<file path="config.mk">
export PLATFORM = sky130hd
export DESIGN_NAME = regfile8x16
export DESIGN_NICKNAME = d
export VERILOG_FILES = /design/src/rtl/cpu16_pkg.sv /design/src/rtl/mux16_8_1.sv /design/src/rtl/regfile8x16.sv
export SDC_FILE = /design/constraint.sdc
export NUM_CORES = 1
export LEC_CHECK = 0
export CAP_MARGIN = 20
export CORE_UTILIZATION = 40
export DETAILED_ROUTE_END_ITERATION = 10
export GPL_TIMING_DRIVEN = 0
export MAX_ROUTING_LAYER = met4
export SLEW_MARGIN = 20
export SYNTH_ARGS = -nofsm -noshare
export SYNTH_HDL_FRONTEND = slang
export SYNTH_SLANG_ARGS = --single-unit
</file>
<file path="constraint.sdc">
create_clock -name clk -period 2.4 [get_ports clk]
set_input_delay 0.36 -clock clk [delete_from_list [all_inputs] [get_ports clk]]
set_output_delay 0.36 -clock clk [all_outputs]
set_load 0.02 [all_outputs]
</file>
<file path="src/rtl/cpu16_pkg.sv">
// ---------------------------------------------------------------------------
// cpu16_pkg
//  Shared sizes and types for the 16-bit single-cycle CPU datapath.
//  DATA_W   : register / datapath width
//  REG_AW   : register index width
//  NUM_REGS : number of architectural registers
// ---------------------------------------------------------------------------
package cpu16_pkg;

    localparam int DATA_W   = 16;
    localparam int REG_AW   = 3;
    localparam int NUM_REGS = 8;

    typedef logic [REG_AW-1:0] reg_idx_t;
    typedef logic [DATA_W-1:0] word_t;

endpackage

</file>
<file path="src/rtl/mux16_8_1.sv">
// ---------------------------------------------------------------------------
// mux16_8_1
//  W-bit 8:1 multiplexer used for every register-file read port.
//  Ports:
//    i0..i7 : in  W  data inputs
//    sel    : in  3  input select (register index)
//    y      : out W  selected input (combinational)
// ---------------------------------------------------------------------------
module mux16_8_1
    import cpu16_pkg::*;
#(
    parameter int W = 16
) (
    input  logic [W-1:0] i0,
    input  logic [W-1:0] i1,
    input  logic [W-1:0] i2,
    input  logic [W-1:0] i3,
    input  logic [W-1:0] i4,
    input  logic [W-1:0] i5,
    input  logic [W-1:0] i6,
    input  logic [W-1:0] i7,
    input  reg_idx_t     sel,
    output logic [W-1:0] y
);

    always_comb begin
        case (sel)
            3'd0:    y = i0;
            3'd1:    y = i1;
            3'd2:    y = i2;
            3'd3:    y = i3;
            3'd4:    y = i4;
            3'd5:    y = i5;
            3'd6:    y = i6;
            3'd7:    y = i7;
            // Unknown select propagates as X so a bad index is never hidden.
            default: y = 'x;
        endcase
    end

endmodule

</file>
<file path="src/rtl/regfile8x16.sv">
// ---------------------------------------------------------------------------
// regfile8x16
//  8 x DATA_W general-purpose register file: one synchronous write port,
//  two combinational read ports (A, B) for the ALU and one combinational
//  debug read port.
//  Ports:
//    clk      : in  1       system clock, rising edge
//    rst      : in  1       synchronous active-high reset, clears all regs
//    we       : in  1       write enable
//    waddr    : in  3       write index
//    wdata    : in  DATA_W  write data
//    raddr_a  : in  3       read index, port A
//    rdata_a  : out DATA_W  read data, port A
//    raddr_b  : in  3       read index, port B
//    rdata_b  : out DATA_W  read data, port B
//    dbg_addr : in  3       debug read index
//    dbg_data : out DATA_W  debug read data (storage only, never forwarded)
//  Parameters:
//    DATA_W   : register width
//    R0_ZERO  : 1 -> r0 is hard-wired to zero and writes to it are dropped
//  Build option:
//    REGFILE_BYPASS_EN : when defined, a write in progress is forwarded to
//                        ports A and B in the same cycle.
// ---------------------------------------------------------------------------
module regfile8x16
    import cpu16_pkg::*;
#(
    parameter int DATA_W  = 16,
    parameter bit R0_ZERO = 1'b1
) (
    input  logic              clk,
    input  logic              rst,
    input  logic              we,
    input  reg_idx_t          waddr,
    input  logic [DATA_W-1:0] wdata,
    input  reg_idx_t          raddr_a,
    output logic [DATA_W-1:0] rdata_a,
    input  reg_idx_t          raddr_b,
    output logic [DATA_W-1:0] rdata_b,
    input  reg_idx_t          dbg_addr,
    output logic [DATA_W-1:0] dbg_data
);

    logic [DATA_W-1:0]   regs_q [NUM_REGS];
    logic [DATA_W-1:0]   regs_d [NUM_REGS];
    logic [NUM_REGS-1:0] wr_sel;

    // One-hot write decode. The r0 slot is suppressed when r0 is hard zero,
    // so its storage stays at the reset value forever.
    genvar gi;
    generate
        for (gi = 0; gi < NUM_REGS; gi++) begin : g_wdec
            if (R0_ZERO && gi == 0) begin : g_r0_const
                assign wr_sel[gi] = 1'b0;
            end else begin : g_wr
                assign wr_sel[gi] = we & ~rst & (waddr == REG_AW'(gi));
            end
        end
    endgenerate

    always_comb begin
        for (int i = 0; i < NUM_REGS; i++) begin
            regs_d[i] = regs_q[i];
            if (wr_sel[i]) begin
                regs_d[i] = wdata;
            end
        end
    end

    always_ff @(posedge clk) begin
        if (rst) begin
            for (int i = 0; i < NUM_REGS; i++) begin
                regs_q[i] <= '0;
            end
        end else begin
            for (int i = 0; i < NUM_REGS; i++) begin
                regs_q[i] <= regs_d[i];
            end
        end
    end

    // Raw storage reads; zeroing and forwarding are applied after the muxes.
    logic [DATA_W-1:0] mux_a_y;
    logic [DATA_W-1:0] mux_b_y;
    logic [DATA_W-1:0] mux_dbg_y;

    mux16_8_1 #(.W(DATA_W)) u_mux_a (
        .i0(regs_q[0]), .i1(regs_q[1]), .i2(regs_q[2]), .i3(regs_q[3]),
        .i4(regs_q[4]), .i5(regs_q[5]), .i6(regs_q[6]), .i7(regs_q[7]),
        .sel(raddr_a), .y(mux_a_y)
    );

    mux16_8_1 #(.W(DATA_W)) u_mux_b (
        .i0(regs_q[0]), .i1(regs_q[1]), .i2(regs_q[2]), .i3(regs_q[3]),
        .i4(regs_q[4]), .i5(regs_q[5]), .i6(regs_q[6]), .i7(regs_q[7]),
        .sel(raddr_b), .y(mux_b_y)
    );

    mux16_8_1 #(.W(DATA_W)) u_mux_dbg (
        .i0(regs_q[0]), .i1(regs_q[1]), .i2(regs_q[2]), .i3(regs_q[3]),
        .i4(regs_q[4]), .i5(regs_q[5]), .i6(regs_q[6]), .i7(regs_q[7]),
        .sel(dbg_addr), .y(mux_dbg_y)
    );

    logic fwd_a;
    logic fwd_b;

`ifdef REGFILE_BYPASS_EN
    // Forward only a write that will actually commit on the coming edge.
    logic wr_live;
    assign wr_live = we & ~rst & ~(R0_ZERO && waddr == '0);
    assign fwd_a   = wr_live & (raddr_a == waddr);
    assign fwd_b   = wr_live & (raddr_b == waddr);
`else
    assign fwd_a = 1'b0;
    assign fwd_b = 1'b0;
`endif

    always_comb begin
        rdata_a = mux_a_y;
        if (R0_ZERO && raddr_a == '0) begin
            rdata_a = '0;
        end
        if (fwd_a) begin
            rdata_a = wdata;
        end
    end

    always_comb begin
        rdata_b = mux_b_y;
        if (R0_ZERO && raddr_b == '0) begin
            rdata_b = '0;
        end
        if (fwd_b) begin
            rdata_b = wdata;
        end
    end

    always_comb begin
        dbg_data = mux_dbg_y;
        if (R0_ZERO && dbg_addr == '0) begin
            dbg_data = '0;
        end
    end

endmodule

</file>
## After elaboration in Yosys (flattened, before gate mapping)

Memory sizes are Yosys's and may differ from the RTL's.
Cells that the tools add are included.

- Flip-flop bits (word level): 0
- RAM bits: 128
- Input port bits: 31
- Word-level logic and storage cells: 75
- Memories: 1

- Equal/unequal tests: 29
- Muxes and demuxes: 24
- Bitwise gates (word level): 17
- Reduce and logical (&&, ||, !) cells: 4

Memories:

| name | words | width | read ports | clocked after memory_dff | write ports | RTL line | RTL |
|---|---|---|---|---|---|---|---|
| regs_q | 8 | 16 | 7 | 0 | 8 | regfile8x16.sv:44 | `logic [DATA_W-1:0] regs_q [NUM_REGS];` |

Operator list:

| cell | number |
|---|---|
| 16-bit one-hot mux with 7 select lines | 3 |
| 16-bit 2-to-1 mux | 18 |
| 3-bit == test, second input constant | 16 |
| 3-bit by 2-bit == test with 1-bit output, second input constant | 8 |
| 3-bit by 1-bit == test with 1-bit output, second input constant | 4 |
| 3-bit zero test | 3 |
| 1-bit bitwise AND | 8 |
| 1-bit OR | 8 |
| 1-bit 2-to-1 mux | 3 |
| 2-bit AND reduction | 1 |
| 0-bit != test | 1 |
| 1-bit NOT | 1 |

## Longest topological paths before layout

- Depth after elaboration: 5
- Depth in mapped cells: 7
- Gate-level depth less buffers: 4

## Cells and area by module

From an unflattened synthesis, not the netlist that was laid out.

- Cell total of the unflattened synthesis: 1106
- Area, all modules: 7981.4 um^2

Modules (own cells, without submodules):

| module | times used | cells each | area an instance (um^2) |
|---|---|---|---|
| regfile8x16 | 1 | 575 | 4636.9 |
| mux16_8_1 | 3 | 177 | 1114.8 |

## Worst setup path before layout

No wires, ideal clock.

- Path type: in2out
- From: input raddr_a[1]
- To: output rdata_a[0]
- Data arrival time: 1.623 ns
- Setup slack: 0.417 ns
- Stages on the path: 5
- Path buffers: 3
- Cell sequence: clkbuf_1 -> clkbuf_1 -> clkbuf_1 -> nor2_1 -> a21oi_1

- Word-level cells in the longest chain between the ends: 3

RTL lines:

| element | RTL line | RTL |
|---|---|---|
| from (decl) | regfile8x16.sv:36 | `input reg_idx_t raddr_a,` |
| 3-bit == test (tied with other cells) | mux16_8_1.sv:27 | `case (sel)` |
| 16-bit one-hot mux with 7 select lines | mux16_8_1.sv:27 |  |
| 16-bit 2-to-1 mux (*) | regfile8x16.sv:121 | `if (R0_ZERO && raddr_a == '0) begin` |
| to (decl) | regfile8x16.sv:37 | `output logic [DATA_W-1:0] rdata_a,` |

Every way passes the cells marked *; elsewhere a longest branch is shown, timed or not.

## Final worst setup path

- From: input raddr_a[2]
- To: output rdata_a[4]

The elaborated chain is that of the path after synthesis.

==> impl_metrics.csv <==
group,metric,value,unit
outcome,status,"completed",
synthesis,syn_area_per_cell,8.92,um^2
synthesis,syn_nets,791,
synthesis,synth_seq_cells,112,
worst_setup_path,cp_top_family,"buffers and inverters",
detailed_routing,first_pass_iters,5,
worst_setup_path,r2r-start,"regs_q[2][2]",
place,dp_hpwl,17900,um
floorplanning,ios,79,
synthesis,ys_types,42,
worst_hold_path,hold_depth,2,
detailed_routing,antenna_left,0,
worst_hold_path,holdCritPathClass,"flop to flop",
detailed_routing,wirelength,24800,um
synthesis,synthSimpleGateAreaFrac,16.6,%
worst_setup_path,worst_setup_path_start_kind,"input port",
cts,htreeDepth,3,
worst_hold_path,hold_end,"regs_q[3][11]",
detailed_routing,via_per_inst,5.95,
worst_setup_path,slowest_stage,"mux4_2",
worst_setup_path,slowest_delay,0.54,ns
place,port_buffers,73,
power,switchingPower,1.28,mW
global_routing,grt_pass1_wl,37200,um
cells_and_area,reg.largest.list,"regs_q: 112 flops",
synthesis,synth_xor_area_share,0,%
detailed_routing,drtIter0Drc,786,
timing,tns,0,ns
detailed_routing,wire_per_inst,23.1,um
timing,slew_headroom,44.9,%
timing,setup_viol,0,
cts,cts.sinks,112,
detailed_routing,remaining_drc_errors,0,
cells_and_area,finalNetCount,877,
synthesis,synthFlopType,"dfxtp_1",
synthesis,synth_common_cells,"nand2_1, a21oi_1, dfxtp_1",
cells_and_area,drive_above_1_share,19.5,%
power,switching_share,30.1,%
power,p_clk_share,34.5,%
worst_setup_path,critPathRequiredTime,2.04,ns
power,combPwrFrac,18.5,%
synthesis,synth.yosys.warnings,0,
floorplanning,die_area,17500,um^2
cts,cts_tree,"built",
global_routing,grt_overflow_total,0,
synthesis,syn_area,6780,um^2
timing,hold_viol,0,
synthesis,yosysTopAreaCell,"dfxtp_1",
worst_hold_path,min_from,"regs_q[3][11]",
worst_setup_path,regToRegEndpoint,"regs_q[2][2]",
worst_setup_path,r2r_cells,2,
worst_setup_path,path_max_fanout,10,
timing,finClkSkew,0,ns
synthesis,synth_top_area_share,28.4,%
synthesis,synth_edf_count,16,
synthesis,synthTopCellsByArea,"dfxtp_1, mux4_2, nand2_1",
cts,clock-root-buffer,"clkbuf_16",
place,place.gp.congestion,1.01,
cts,path_clk_slew,0.08,ns
cells_and_area,max_flop_register,"regs_q",
floorplanning,chipHeight,132,um
timing,period_minus_slack,2.36,ns
synthesis,muxShareOfSynthArea,25.6,%
cts,clockBufferDepth,2,
synthesis,synth.most_common_cell,"nand2_1",
timing,fmax,0.423,GHz
worst_setup_path,endpoint_kind,"output port",
synthesis,syn_inst,760,
global_routing,grt_util_all_layers,29.6,%
cts,clkLatencyLatePin,0.36,ns
floorplanning,initial_core_util,40.9,%
worst_setup_path,cp_num_buf_inv,3,
detailed_routing,vias,6366,
power,leakage,2.95,nW
power,peakVddDrop,0.342,mV
timing,min_period_over_period,98.5,%
floorplanning,core,16600,um^2
global_routing,grt_pass1_vias,5905,
synthesis,synth-compound-area-share,16.3,%
power,seqPwrFrac,47.0,%
floorplanning,dieWidth,132,um
synthesis,synthArstFlopShare,0,%
global_routing,grt_max_degree,19,
timing,worst_pin_slew,0.826,ns
timing,rsz0062_at_grt,"no",
synthesis,ys_seq_area_share,35.5,%
flow_run,drv_cap,0,
worst_setup_path,critPathArrivalTime,2.00,ns
power,powerDensity,519,nW/um^2
timing,slew_violations,0,
synthesis,synth_top_family_by_area,"multiplexers",
worst_setup_path,crit_type,"input port to output port",
worst_setup_path,cpMostUsedCell,"nor2_1",
synthesis,synthAdderAreaFrac,0,%
timing,hold_ws,0.483,ns
worst_setup_path,r2r_slack,1.68,ns
global_routing,antenna_found_initial,0,
worst_setup_path,path_cells,"clkdlybuf4s15_2 > buf_8 > mux4_2 > nor2_1 > nor2_1 > dlygate4sd2_1",
worst_setup_path,cp.depth,6,
cells_and_area,largest_register_ffs,112,
cells_and_area,antenna-diode-count,0,
cts,cts_made_buffers,9,
floorplanning,rows,47,
cells_and_area,area_delta_synth_final,20.6,%
power,internal_power,2.96,mW
cts,holdBufCountCts,0,
==> stage by stage <==
stage	cell area, um^2	setup WS (ns)	total power [mW]	utilization [%]	std cells
after floorplan	6780	0.417	2.46	-	760
final	8170	0.0355	4.24	49.3	1070
after CTS	8170	0.0274	4.24	49.3	1070
after detailed placement	7780	-1.07	2.82	46.9	1053
after global placement	7780	-1.09	2.82	46.9	1053
after global routing	8170	0.00171	4.37	49.3	1070
==> layer usage <==
| metal | routed length [um] | track usage [%] | part of all wire [%] | up-vias |
|---|---|---|---|---|
| met5 | 0 | - | 0 | - |
| met4 | 534 | 9.43 | 2.2 | 0 |
| met3 | 2290 | 4.54 | 9.2 | 38 |
| met2 | 11000 | 43.5 | 45 | 338 |
| met1 | 10900 | 41.5 | 44 | 3084 |
| li1 | - | - | - | 2906 |
==> worst max-delay path by stage <==
| stage | slack, ns | from | to |
|---|---|---|---|
| after floorplan | 0.42 | raddr_a[1] | rdata_a[0] |
| after global placement | -1.09 | raddr_b[2] | rdata_b[10] |
| after detailed placement | -1.07 | dbg_addr[0] | dbg_data[14] |
| after CTS | 0.03 | dbg_addr[2] | dbg_data[5] |
| after global routing | 0.002 | raddr_a[2] | rdata_a[4] |
| final | 0.04 | raddr_a[2] | rdata_a[4] |
==> worst register-to-register path, cell delays in order (launching register included) <==
cell	delay (ns)
dfxtp_1	0.42
nand2_1	0.09
a21oi_1	0.14
==> power groups by stage <==
stage	clock network [mW]	registers, mW	logic, mW
2_1_floorplan	0	2.02	0.439
3_3_place_gp	0	2.04	0.780
3_5_place_dp	0	2.03	0.781
4_1_cts	1.48	1.99	0.772
5_1_grt	1.54	2.00	0.825
6_report	1.46	1.99	0.784
==> logic make-up (layout without fill, tap and decap cells) <==
group	after synthesis	after routing
muxes	122	122
and+or+nand+nor	252	252
AOI/OAI and AO/OA	174	174
DFF	112	112
buffers and inverters	100	190
==> layout by cell type (no fill, tap or decap), types with 8 or more instances in the layout <==
cell               n
dfxtp_1           96
dlygate4sd2_1     45
buf_2             14
nand2_1          135
mux4_2            37
clkbuf_1          19
buf_4              8
inv_1             28
nor2_1            61
mux2_2            43
a21oi_1           99
buf_6              8
edfxtp_1          16
clkbuf_16          9
mux2i_1           42
a221oi_1          38
clkdlybuf4s50_1   20
clkbuf_4          10
nor2b_1           24
clkbuf_2          14
==> final cells by class <==
type	instances	area [um^2]
Inverter	30	113
Tap cell	220	275
Clock buffer	10	229
Fill cell	1598	8410
Sequential cell	112	2400
Buffer	70	440
Clock inverter	5	40.0
Timing Repair Buffer	75	692
Multi-Input combinational cell	548	3980
==> timing repair <==
action                                  in CTS  in global routing
setup buffers                                2                  0
resized for setup                          141                  9
gates cloned                                 0                  0
endpoints found under the setup margin      48                 12
pin swaps                                    0                  0
No activity file was read; power rests on OpenSTA's default activity.
